--- config.mk ---
export PLATFORM = sky130hd
export DESIGN_NAME = game_sequencer_flat
export DESIGN_NICKNAME = d
export VERILOG_FILES = /design/src/rtl/game_pkg.sv /design/src/rtl/game_sequencer_if.sv /design/src/rtl/game_frame_tick.sv /design/src/rtl/game_sequencer.sv /design/src/flat_wrapper.sv
export SDC_FILE = /design/constraint.sdc
export NUM_CORES = 1
export LEC_CHECK = 0
export CORE_ASPECT_RATIO = 2
export CORE_MARGIN = 5
export CORE_UTILIZATION = 55
export CTS_CLUSTER_DIAMETER = 120
export DETAILED_ROUTE_END_ITERATION = 12
export MAX_ROUTING_LAYER = met4
export PLACE_DENSITY_LB_ADDON = 0.08
export SLEW_MARGIN = 25
export SYNTH_ARGS = -nofsm -noshare
export SYNTH_HDL_FRONTEND = slang
export SYNTH_SLANG_ARGS = --single-unit
export TNS_END_PERCENT = 1
--- constraint.sdc ---
create_clock -name pixel_clk -period 3.9 [get_ports pixel_clk]
set_input_delay 0.585 -clock pixel_clk [delete_from_list [all_inputs] [get_ports pixel_clk]]
set_output_delay 0.585 -clock pixel_clk [all_outputs]
set_load 0.03 [all_outputs]
--- src/rtl/game_pkg.sv ---
// Shared types and constants for the game sequencer: state encoding and
// the pixel-counter positions that mark frame and text-refresh events.
package game_pkg;

  typedef enum logic [2:0] {
    LOGO    = 3'd0,
    START   = 3'd1,
    PLAY    = 3'd2,
    PAUSE   = 3'd3,
    RESPAWN = 3'd4,
    OVER    = 3'd5,
    FINISH  = 3'd6
  } game_state_t;

  localparam logic [9:0] H_LAST            = 10'd799;
  localparam logic [9:0] V_LAST            = 10'd599;
  localparam logic [9:0] TEXT_REFRESH_LINE = 10'd481;

  function automatic logic [7:0] sat_inc8(input logic [7:0] value);
    return (value == 8'hFF) ? value : value + 8'd1;
  endfunction

  function automatic logic [15:0] sat_inc16(input logic [15:0] value);
    return (value == 16'hFFFF) ? value : value + 16'd1;
  endfunction

endpackage

--- src/rtl/game_sequencer_if.sv ---
// Bundle of pixel-position, player-input and game-status signals exchanged
// between the game sequencer (slave) and its surroundings (master).
interface game_sequencer_if;

  logic [10:0]               h_coord;
  logic [9:0]                v_coord;
  logic                      button_c;
  logic                      collision;
  game_pkg::game_state_t     state;
  logic                      logo_active;
  logic                      start_en;
  logic                      over_en;
  logic                      finish_en;
  logic                      pause;
  logic                      move_en;
  logic                      refresh_tick;
  logic [1:0]                lives_left;
  logic [15:0]               distance;

  modport master (
    output h_coord, v_coord, button_c, collision,
    input  state, logo_active, start_en, over_en, finish_en, pause,
           move_en, refresh_tick, lives_left, distance
  );

  modport slave (
    input  h_coord, v_coord, button_c, collision,
    output state, logo_active, start_en, over_en, finish_en, pause,
           move_en, refresh_tick, lives_left, distance
  );

endinterface

--- src/rtl/game_frame_tick.sv ---
// Decodes the pixel counters into a once-per-frame tick and the text
// refresh tick, each registered and high for exactly one cycle.
module game_frame_tick
  import game_pkg::*;
(
  input  logic        pixel_clk,
  input  logic        rst_n,
  input  logic [10:0] i_h_coord,
  input  logic [9:0]  i_v_coord,
  output logic        o_frame_tick,
  output logic        o_refresh_tick
);

  logic r_frame_tick;
  logic r_refresh_tick;
  logic w_frame_hit;
  logic w_refresh_hit;
  logic w_unused_hbit;

  // Only the low ten column bits are meaningful for an 800-wide line.
  assign w_unused_hbit = i_h_coord[10];
  assign w_frame_hit   = (i_h_coord[9:0] == H_LAST) && (i_v_coord == V_LAST);
  assign w_refresh_hit = (i_h_coord[9:0] == 10'd0) && (i_v_coord == TEXT_REFRESH_LINE);

  always_ff @(posedge pixel_clk) begin
    if (!rst_n) begin
      r_frame_tick   <= 1'b0;
      r_refresh_tick <= 1'b0;
    end else begin
      r_frame_tick   <= w_frame_hit;
      r_refresh_tick <= w_refresh_hit;
    end
  end

  assign o_frame_tick   = r_frame_tick;
  assign o_refresh_tick = r_refresh_tick;

endmodule

--- src/rtl/game_sequencer.sv ---
// Frame-paced game state machine with lives and distance tracking.
// Define GAME_PAUSE_EN to enable the PAUSE state toggled by the centre button.
module game_sequencer
  import game_pkg::*;
#(
  parameter int unsigned LOGO_FRAMES    = 120,
  parameter int unsigned RESPAWN_FRAMES = 60,
  parameter int unsigned HOLD_FRAMES    = 180,
  parameter int unsigned FINISH_DIST    = 3600,
  parameter int unsigned LIVES          = 3
) (
  input  logic            pixel_clk,
  input  logic            rst_n,
  game_sequencer_if.slave bus
);

  localparam logic [7:0]  LOGO_LAST    = 8'(LOGO_FRAMES - 1);
  localparam logic [7:0]  RESPAWN_LAST = 8'(RESPAWN_FRAMES - 1);
  localparam logic [16:0] FINISH_D     = 17'(FINISH_DIST);
  localparam logic [1:0]  LIVES_INIT   = 2'(LIVES);

  game_state_t r_state;
  logic        r_logo_active;
  logic        r_start_en;
  logic        r_over_en;
  logic        r_finish_en;
  logic        r_move_en;
  logic [1:0]  r_lives;
  logic [15:0] r_distance;
  logic [7:0]  r_hold_cnt;
  logic        r_btn_d;
  logic        r_press_pend;
`ifdef GAME_PAUSE_EN
  logic        r_pause;
`endif

  logic        w_frame_tick;
  logic        w_refresh_tick;
  logic        w_press;
  logic [16:0] w_dist_inc;
  logic        w_finish_hit;
  game_state_t w_state_nxt;
  logic [1:0]  w_lives_nxt;
  logic [15:0] w_dist_nxt;
  logic [7:0]  w_hold_nxt;
  logic        w_move_nxt;
  logic        w_pend_nxt;

  game_frame_tick u_frame_tick (
    .pixel_clk      (pixel_clk),
    .rst_n          (rst_n),
    .i_h_coord      (bus.h_coord),
    .i_v_coord      (bus.v_coord),
    .o_frame_tick   (w_frame_tick),
    .o_refresh_tick (w_refresh_tick)
  );

  assign w_press      = bus.button_c & ~r_btn_d;
  assign w_dist_inc   = {1'b0, r_distance} + 17'd1;
  // A zero finish distance turns the finish line off entirely.
  assign w_finish_hit = (FINISH_DIST != 0) && (w_dist_inc == FINISH_D);

  always_comb begin
    w_state_nxt = r_state;
    w_lives_nxt = r_lives;
    w_dist_nxt  = r_distance;
    w_hold_nxt  = r_hold_cnt;
    w_move_nxt  = 1'b0;
    w_pend_nxt  = r_press_pend | w_press;

    if (w_frame_tick) begin
      // The tick consumes the older pending press; a same-cycle press waits.
      w_pend_nxt = w_press;
      w_hold_nxt = sat_inc8(r_hold_cnt);

      unique case (r_state)
        LOGO: begin
          if (r_hold_cnt == LOGO_LAST) w_state_nxt = START;
        end
        START: begin
          if (r_press_pend) begin
            w_state_nxt = PLAY;
            w_lives_nxt = LIVES_INIT;
            w_dist_nxt  = 16'd0;
          end
        end
        PLAY: begin
          if (bus.collision && (r_lives <= 2'd1)) begin
            w_state_nxt = OVER;
            w_lives_nxt = 2'd0;
          end else if (bus.collision) begin
            w_state_nxt = RESPAWN;
            w_lives_nxt = r_lives - 2'd1;
          end else if (w_finish_hit) begin
            w_state_nxt = FINISH;
            w_dist_nxt  = w_dist_inc[15:0];
`ifdef GAME_PAUSE_EN
          end else if (r_press_pend) begin
            w_state_nxt = PAUSE;
`endif
          end else begin
            w_dist_nxt = sat_inc16(r_distance);
            w_move_nxt = 1'b1;
          end
        end
        PAUSE: begin
          if (r_press_pend) w_state_nxt = PLAY;
        end
        RESPAWN: begin
          if (r_hold_cnt == RESPAWN_LAST) w_state_nxt = PLAY;
        end
        OVER, FINISH: begin
          if (r_press_pend && (32'(r_hold_cnt) >= HOLD_FRAMES)) w_state_nxt = START;
        end
        default: w_state_nxt = LOGO;
      endcase

      if (w_state_nxt != r_state) w_hold_nxt = 8'd0;
    end
  end

  // Status flags are registered from the next state so they move with it.
  always_ff @(posedge pixel_clk) begin
    if (!rst_n) begin
      r_state       <= LOGO;
      r_logo_active <= 1'b1;
      r_start_en    <= 1'b0;
      r_over_en     <= 1'b0;
      r_finish_en   <= 1'b0;
      r_move_en     <= 1'b0;
      r_lives       <= 2'd0;
      r_distance    <= 16'd0;
      r_hold_cnt    <= 8'd0;
      r_btn_d       <= 1'b0;
      r_press_pend  <= 1'b0;
    end else begin
      r_state       <= w_state_nxt;
      r_logo_active <= (w_state_nxt == LOGO);
      r_start_en    <= (w_state_nxt == START);
      r_over_en     <= (w_state_nxt == OVER);
      r_finish_en   <= (w_state_nxt == FINISH);
      r_move_en     <= w_move_nxt;
      r_lives       <= w_lives_nxt;
      r_distance    <= w_dist_nxt;
      r_hold_cnt    <= w_hold_nxt;
      r_btn_d       <= bus.button_c;
      r_press_pend  <= w_pend_nxt;
    end
  end

`ifdef GAME_PAUSE_EN
  always_ff @(posedge pixel_clk) begin
    if (!rst_n) r_pause <= 1'b0;
    else        r_pause <= (w_state_nxt == PAUSE);
  end
  assign bus.pause = r_pause;
`else
  assign bus.pause = 1'b0;
`endif

  assign bus.state        = r_state;
  assign bus.logo_active  = r_logo_active;
  assign bus.start_en     = r_start_en;
  assign bus.over_en      = r_over_en;
  assign bus.finish_en    = r_finish_en;
  assign bus.move_en      = r_move_en;
  assign bus.refresh_tick = w_refresh_tick;
  assign bus.lives_left   = r_lives;
  assign bus.distance     = r_distance;

endmodule
--- src/flat_wrapper.sv ---
// flat-port wrapper written by rule: the top's interface ports become plain ports
module game_sequencer_flat import game_pkg::*;
#(
  parameter int unsigned LOGO_FRAMES    = 120,
  parameter int unsigned RESPAWN_FRAMES = 60,
  parameter int unsigned HOLD_FRAMES    = 180,
  parameter int unsigned FINISH_DIST    = 3600,
  parameter int unsigned LIVES          = 3
)
  (pixel_clk, rst_n, bus_h_coord, bus_v_coord, bus_button_c, bus_collision, bus_state, bus_logo_active, bus_start_en, bus_over_en, bus_finish_en, bus_pause, bus_move_en, bus_refresh_tick, bus_lives_left, bus_distance);
  game_sequencer_if bus_i ();
  input  logic pixel_clk;
  input  logic rst_n;
  input wire logic [$bits(bus_i.h_coord)-1:0] bus_h_coord;
  input wire logic [$bits(bus_i.v_coord)-1:0] bus_v_coord;
  input wire logic [$bits(bus_i.button_c)-1:0] bus_button_c;
  input wire logic [$bits(bus_i.collision)-1:0] bus_collision;
  output wire logic [$bits(bus_i.state)-1:0] bus_state;
  output wire logic [$bits(bus_i.logo_active)-1:0] bus_logo_active;
  output wire logic [$bits(bus_i.start_en)-1:0] bus_start_en;
  output wire logic [$bits(bus_i.over_en)-1:0] bus_over_en;
  output wire logic [$bits(bus_i.finish_en)-1:0] bus_finish_en;
  output wire logic [$bits(bus_i.pause)-1:0] bus_pause;
  output wire logic [$bits(bus_i.move_en)-1:0] bus_move_en;
  output wire logic [$bits(bus_i.refresh_tick)-1:0] bus_refresh_tick;
  output wire logic [$bits(bus_i.lives_left)-1:0] bus_lives_left;
  output wire logic [$bits(bus_i.distance)-1:0] bus_distance;
  assign bus_i.h_coord = bus_h_coord;
  assign bus_i.v_coord = bus_v_coord;
  assign bus_i.button_c = bus_button_c;
  assign bus_i.collision = bus_collision;
  assign bus_state = bus_i.state;
  assign bus_logo_active = bus_i.logo_active;
  assign bus_start_en = bus_i.start_en;
  assign bus_over_en = bus_i.over_en;
  assign bus_finish_en = bus_i.finish_en;
  assign bus_pause = bus_i.pause;
  assign bus_move_en = bus_i.move_en;
  assign bus_refresh_tick = bus_i.refresh_tick;
  assign bus_lives_left = bus_i.lives_left;
  assign bus_distance = bus_i.distance;
  game_sequencer #(.LOGO_FRAMES(LOGO_FRAMES), .RESPAWN_FRAMES(RESPAWN_FRAMES), .HOLD_FRAMES(HOLD_FRAMES), .FINISH_DIST(FINISH_DIST), .LIVES(LIVES)) u_core (.pixel_clk(pixel_clk), .rst_n(rst_n), .bus(bus_i));
endmodule
==> Yosys cells after proc, flatten, opt, wreduce, memory -nomap -nowiden <==
Cells that the tools add are included.
{ "totals": {"ramBits": 0, "out_inout_bits": 28, "word_cells": 87, "mem_count": 0, "rom_bits": 0, "input_bits": 25, "latch_bits": 0, "reg_bits": 38} }
{ "classes": {"n_div": 0, "reduce_logical": 14, "n_bitwise": 6, "n_lt_le_gt_ge": 2, "eq_ne": 24, "n_shift": 0, "mul": 0, "addsub": 4, "muxes": 24} }
{ "op_table": {"columns": ["op", "n"], "rows": [
  ["$mux 16", 5],
  ["$pmux 16 s2", 1],
  ["$mux 3", 9],
  ["$eq 10x10->1 const B", 2],
  ["$add 16x1->17 const B", 1],
  ["$eq 17x12->1 const B", 1],
  ["$add 16x1->16 const B", 1],
  ["$eq 16x16->1 const B", 1],
  ["$mux 8", 2],
  ["$eq 3x3->1 const B", 5],
  ["$pmux 3 s5", 1],
  ["$eq 10x9->1 const B", 1],
  ["$logic_not 10->1", 1],
  ["$add 8x1->8 const B", 1],
  ["$eq 8x6->1 const B", 1],
  ["$eq 8x7->1 const B", 1],
  ["$eq 8x8->1 const B", 1],
  ["$ge 8x8->1 const B", 1],
  ["$eq 3x1->1 const B", 2],
  ["$eq 3x2->1 const B", 2],
  ["$logic_not 3->1", 2],
  ["$mux 2", 3],
  ["$ne 2x2->1 const B", 3],
  ["$ne 3x2->1 const B", 2],
  ["16 further kinds", 24]
]} }

==> Logic depth before layout (Yosys ltp) <==
{ "depth": {"word_depth": 10, "depth_mapped": 9, "mapped_depth_nobuf": 8} }

==> Modules after synthesis <==
From an unflattened synthesis, not the netlist that was laid out.
{ "unflattened": {"hier_cells": 300, "area_unflattened_um2": 2362.3} }
{ "by_module_without_submodules": {"columns": ["module", "seq_area_each_um2", "instances", "area_per_inst_um2", "cells_each"], "rows": [
  ["game_sequencer", 720.7, 1, 2220.9, 285],
  ["game_frame_tick", 40.0, 1, 141.4, 15]
]} }

==> Worst setup path before layout <==
No wires, ideal clock.
{ "synth_timing": {"path_type": "register -> register", "from": "register u_core.r_distance[0] (netlist: u_core.bus.distance[0])", "to": "register u_core.r_hold_cnt[4]", "path_stages_with_launch": 9, "path_slack_ns": 1.380, "setup_time_ns": 0.119, "path_buffers": 0, "t_arrival_ns": 2.402, "path_cell_list": "dfxtp_1 ha_1 nand3_1 nor4_2 xnor2_1 nand4_1 o31ai_4 a31oi_1 o221a_1"} }
{ "synth_via": {"elab_chain_len": 10} }
{ "synth_lines": {"columns": ["item", "line", "rtl"], "rows": [
  ["start: declaration", "game_sequencer.sv:29", "logic [15:0] r_distance;"],
  ["start signal: assignment", "game_sequencer.sv:144", "r_distance <= w_dist_nxt;"],
  ["$add 16x1->17 (*)", "game_sequencer.sv:59", "assign w_dist_inc = {1'b0, r_distance} + 17'd1;"],
  ["$eq 17x12->1 (*)", "game_sequencer.sv:61", "assign w_finish_hit = (FINISH_DIST != 0) && (w_dist_inc == FINISH_D);"],
  ["$mux 3 (*)", "game_sequencer.sv:94", "end else if (w_finish_hit) begin"],
  ["$mux 3 (*)", "game_sequencer.sv:91", "end else if (bus.collision) begin"],
  ["$mux 3 (*)", "game_sequencer.sv:88", "if (bus.collision && (r_lives <= 2'd1)) begin"],
  ["$pmux 3 s5 (*)", "game_sequencer.sv:76", "unique case (r_state)"],
  ["$mux 3 (*)", "game_sequencer.sv:71", "if (w_frame_tick) begin"],
  ["$ne 3x3->1 (*)", "game_sequencer.sv:118", "if (w_state_nxt != r_state) w_hold_nxt = 8'd0;"],
  ["$ne 2x2->1 (no line)", null, null],
  ["$reduce_and 2->1 (no line)", null, null],
  ["end signal: assignment", "game_sequencer.sv:145", "r_hold_cnt <= w_hold_nxt;"],
  ["end: declaration", "game_sequencer.sv:30", "logic [7:0] r_hold_cnt;"]
]} }
Every way passes the cells marked *; elsewhere a longest branch is shown, timed or not. The select of a mux whose other input is x is not followed.
A chain may end at the register's enable or synchronous reset.

==> Worst setup path in the final report <==
Same ends and word-level chain as after synthesis.

==> flow_summary.toml <==
[clock_network]
cts_max_level = 2
cts_buffer_depth = 2
cts-root-buf = "clkbuf_8"
tritoncts = "yes"
ctsHoldBuffers = 0
worstSkewPairLatency_ns = 0.30
numClockSinks = 38
postCtsResizedCells = 0
cts_buffers = 5
clk_pin_slew_ns = 0.07
postCtsSetupRepairBufs = 0

[floorplanning]
fp.coreArea_sq_mm = 0.00425
start_util_pct = 55.9
dieHeight_um = 103
die_w_um = 56.5
die-area_sq_mm = 0.00582
std_cell_rows = 34
io_pins = 53

[placed_design]
io_buffers = 50
dp_hpwl_mm = 4.51
dp_cells = 388
routabilityCongestion = 0.882

[drt]
wl_met1_mm = 2.69
wl_met2_mm = 3.20
ant_nets = 0
wl_met3_um = 266
drt_iter0_drc = 83
via_per_inst = 6.26
drc = 0
num_vias = 2480
wire_per_inst_um = 15.7
routed_wirelength_mm = 6.23
dr.pass1.iters = 4
top_layer = "met4"

[grt]
antenna_found_initial = 0
grt_pass1_vias = 2319
grt_first_pass_wirelength_mm = 10.4
grt.overflow.total = 0
gr-usage-all-layers_pct = 22.8
grt_max_degree = 29

[synthesis]
synthTopCellsByArea = "dfxtp_1 (32%), a21oi_1 (6.9%), nor2_1 (4.6%)"
netlist.area_leader.share_pct = 32.0
postSynthAreaPerCell_sq_um = 7.85
syn_nets = 332
yosysTopAreaCell = "dfxtp_1"
synth_area_sq_mm = 0.00238
ys_warn_count = 0
ys_ff_latch = 38
synthTopCellsByCount = "dfxtp_1 (38), a21oi_1 (33), nor2_1 (29)"
synth-async-reset-ratio_pct = 0
synth.most_common_cell = "dfxtp_1"
ys_seq_area_share_pct = 32.0
synth-main-ff-cell = "dfxtp_1"
synthDistinctLibCells = 66
synth_edf_count = 0
synthCells = 303

[critical_path]
arrival_ns = 2.93
critPathMaxFanout = 8
r2r-end = "u_core.r_hold_cnt[4]"
cpMaxStageDelayCell = "o31ai_4"
critPathLaunchType = "flip-flop"
slowest_delay_ns = 0.52
reg2regPathDepth = 8
cp.required_ns = 4.08
crit_chain = "ha_1 > nand3_1 > nor4_2 > xnor2_1 > nand4_1 > o31ai_4 > a31oi_1 > o221a_1"
crit_type = "reg2reg"
rrSetupSlack_ns = 1.16
endpoint_kind = "flip-flop"
reg2reg_from = "u_core.bus.distance[0]"

[timing]
rsz0062_at_grt = "no"
setup_viol = 0
fmax_mhz = 364
worst_pin_slew_ns = 0.747
slew_headroom_pct = 49.7
tns_ns = 0
finalCriticalPeriod_ns = 2.74
finClkSkew_ns = 0.0106
fin_crit_sh_pct = 70.4
finalHoldViolCount = 0
final_max_slew_viol_count = 0

[cells_and_area]
fin_cells = 396
syn2layout_area_growth_pct = 24.6
antennaDiodeCount = 0
layout-drive-gt1-share_pct = 5.56
nets = 370

[power]
p_leak_nw = 0.984
p_per_area_mw_per_mm2 = 257
vdd_drop_max_mv = 0.320

[hold_path]
min_path_cells = 2
hold_class = "reg2reg"
worstHoldStart = "u_core.bus.lives_left[1]"
hold_end = "u_core.bus.lives_left[1]"

[outcome]
status = "complete, no violations"

[run]
cap_violations = 0
## worst max path at each step
stage                                       from                    to  slack, ns  depth (start not counted)
after detailed placement  u_core.bus.distance[0]  u_core.r_hold_cnt[4]       1.16                          8
after CTS                 u_core.bus.distance[0]  u_core.r_hold_cnt[4]       1.14                          8
final                     u_core.bus.distance[0]  u_core.r_hold_cnt[4]       1.16                          8
after floorplan           u_core.bus.distance[0]  u_core.r_hold_cnt[4]       1.38                          8
after global placement    u_core.bus.distance[0]  u_core.r_hold_cnt[4]       1.24                          8
after global routing      u_core.bus.distance[0]  u_core.r_hold_cnt[4]       0.89                          8
## layer usage
metal | global-route usage [%] | up-vias
met5 | - | -
met4 | 8.04 | 0
met3 | 3.01 | 7
met2 | 38.7 | 72
met1 | 27.4 | 1191
li1 | - | 1210
## metrics by stage
step	area [sq um]	hold WS [ns]	worst slack (ns)	util [%]	total power [mW]
6_report	2970	0.503	1.16	69.7	0.761
5_1_grt	2970	0.534	0.891	69.7	0.785
4_1_cts	2970	0.508	1.14	69.7	0.766
3_5_place_dp	2860	0.490	1.16	67.1	0.440
3_3_place_gp	2860	0.474	1.24	67.1	0.439
2_1_floorplan	2380	0.469	1.38	-	0.411
## kinds of logic after synthesis
| group | Yosys count | share of synthesized area (%) |
|---|---|---|
| fa+ha+maj | 4 | 2.10 |
| xor+xnor | 3 | 1.10 |
| mux | 1 | 0.421 |
| other cells | 1 | 0.158 |
| buf+inv | 30 | 5.73 |
| flops | 38 | 32.0 |
| compound gates | 90 | 26.0 |
| simple gates | 136 | 32.5 |
## cell type report
| class | instances | area, sq um |
|---|---|---|
| clock inverters | 3 | 40.0 |
| fillers | 357 | 1290 |
| inverters | 10 | 37.5 |
| clock buffers | 5 | 68.8 |
| well taps | 54 | 67.6 |
| flip-flops and latches | 38 | 761 |
| multi-input cells | 235 | 1480 |
| repair buffers | 51 | 508 |
## flip-flops by register name, indices dropped and copies added (netlist names), 2 cells and up
name,cells
u_core.bus.state,3
u_core.bus.distance,16
u_core.bus.lives_left,2
u_core.r_hold_cnt,8
## cells in the final DEF, fill, tap and decap left out, types with 3 or more instances in the layout
cell / n
clkdlybuf4s50_1: 50
dfxtp_1: 38
a21oi_1: 33
nor2_1: 29
nand3_1: 18
nand2_1: 17
nand4_1: 10
o21ai_1: 10
inv_1: 9
and3_1: 9
nor4_1: 8
o21ai_0: 8
nand2b_1: 7
nand4b_1: 5
nor3_1: 5
or3_1: 5
clkbuf_8: 5
a21o_1: 4
a211oi_1: 4
and2_1: 4
ha_1: 4
nand3b_1: 3
a31oi_1: 3
nor4bb_1: 3
## worst max-delay path: cells and delay by family, from the launching register on
kind	cells	cell delay [ns]
compound gates	3	0.85
xor+xnor	1	0.19
fa+ha+maj	1	0.28
flops	1	0.45
simple gates	3	0.87
## where the power goes
| part | leakage, nW | switching, mW | total [mW] | internal (mW) |
|---|---|---|---|---|
| combinational | 0.619 | 0.0162 | 0.0407 | 0.0245 |
| sequential | 0.307 | 0.00128 | 0.390 | 0.389 |
| clock | 0.0579 | 0.141 | 0.330 | 0.188 |
Note: power is estimated with default switching activity, not from simulation.
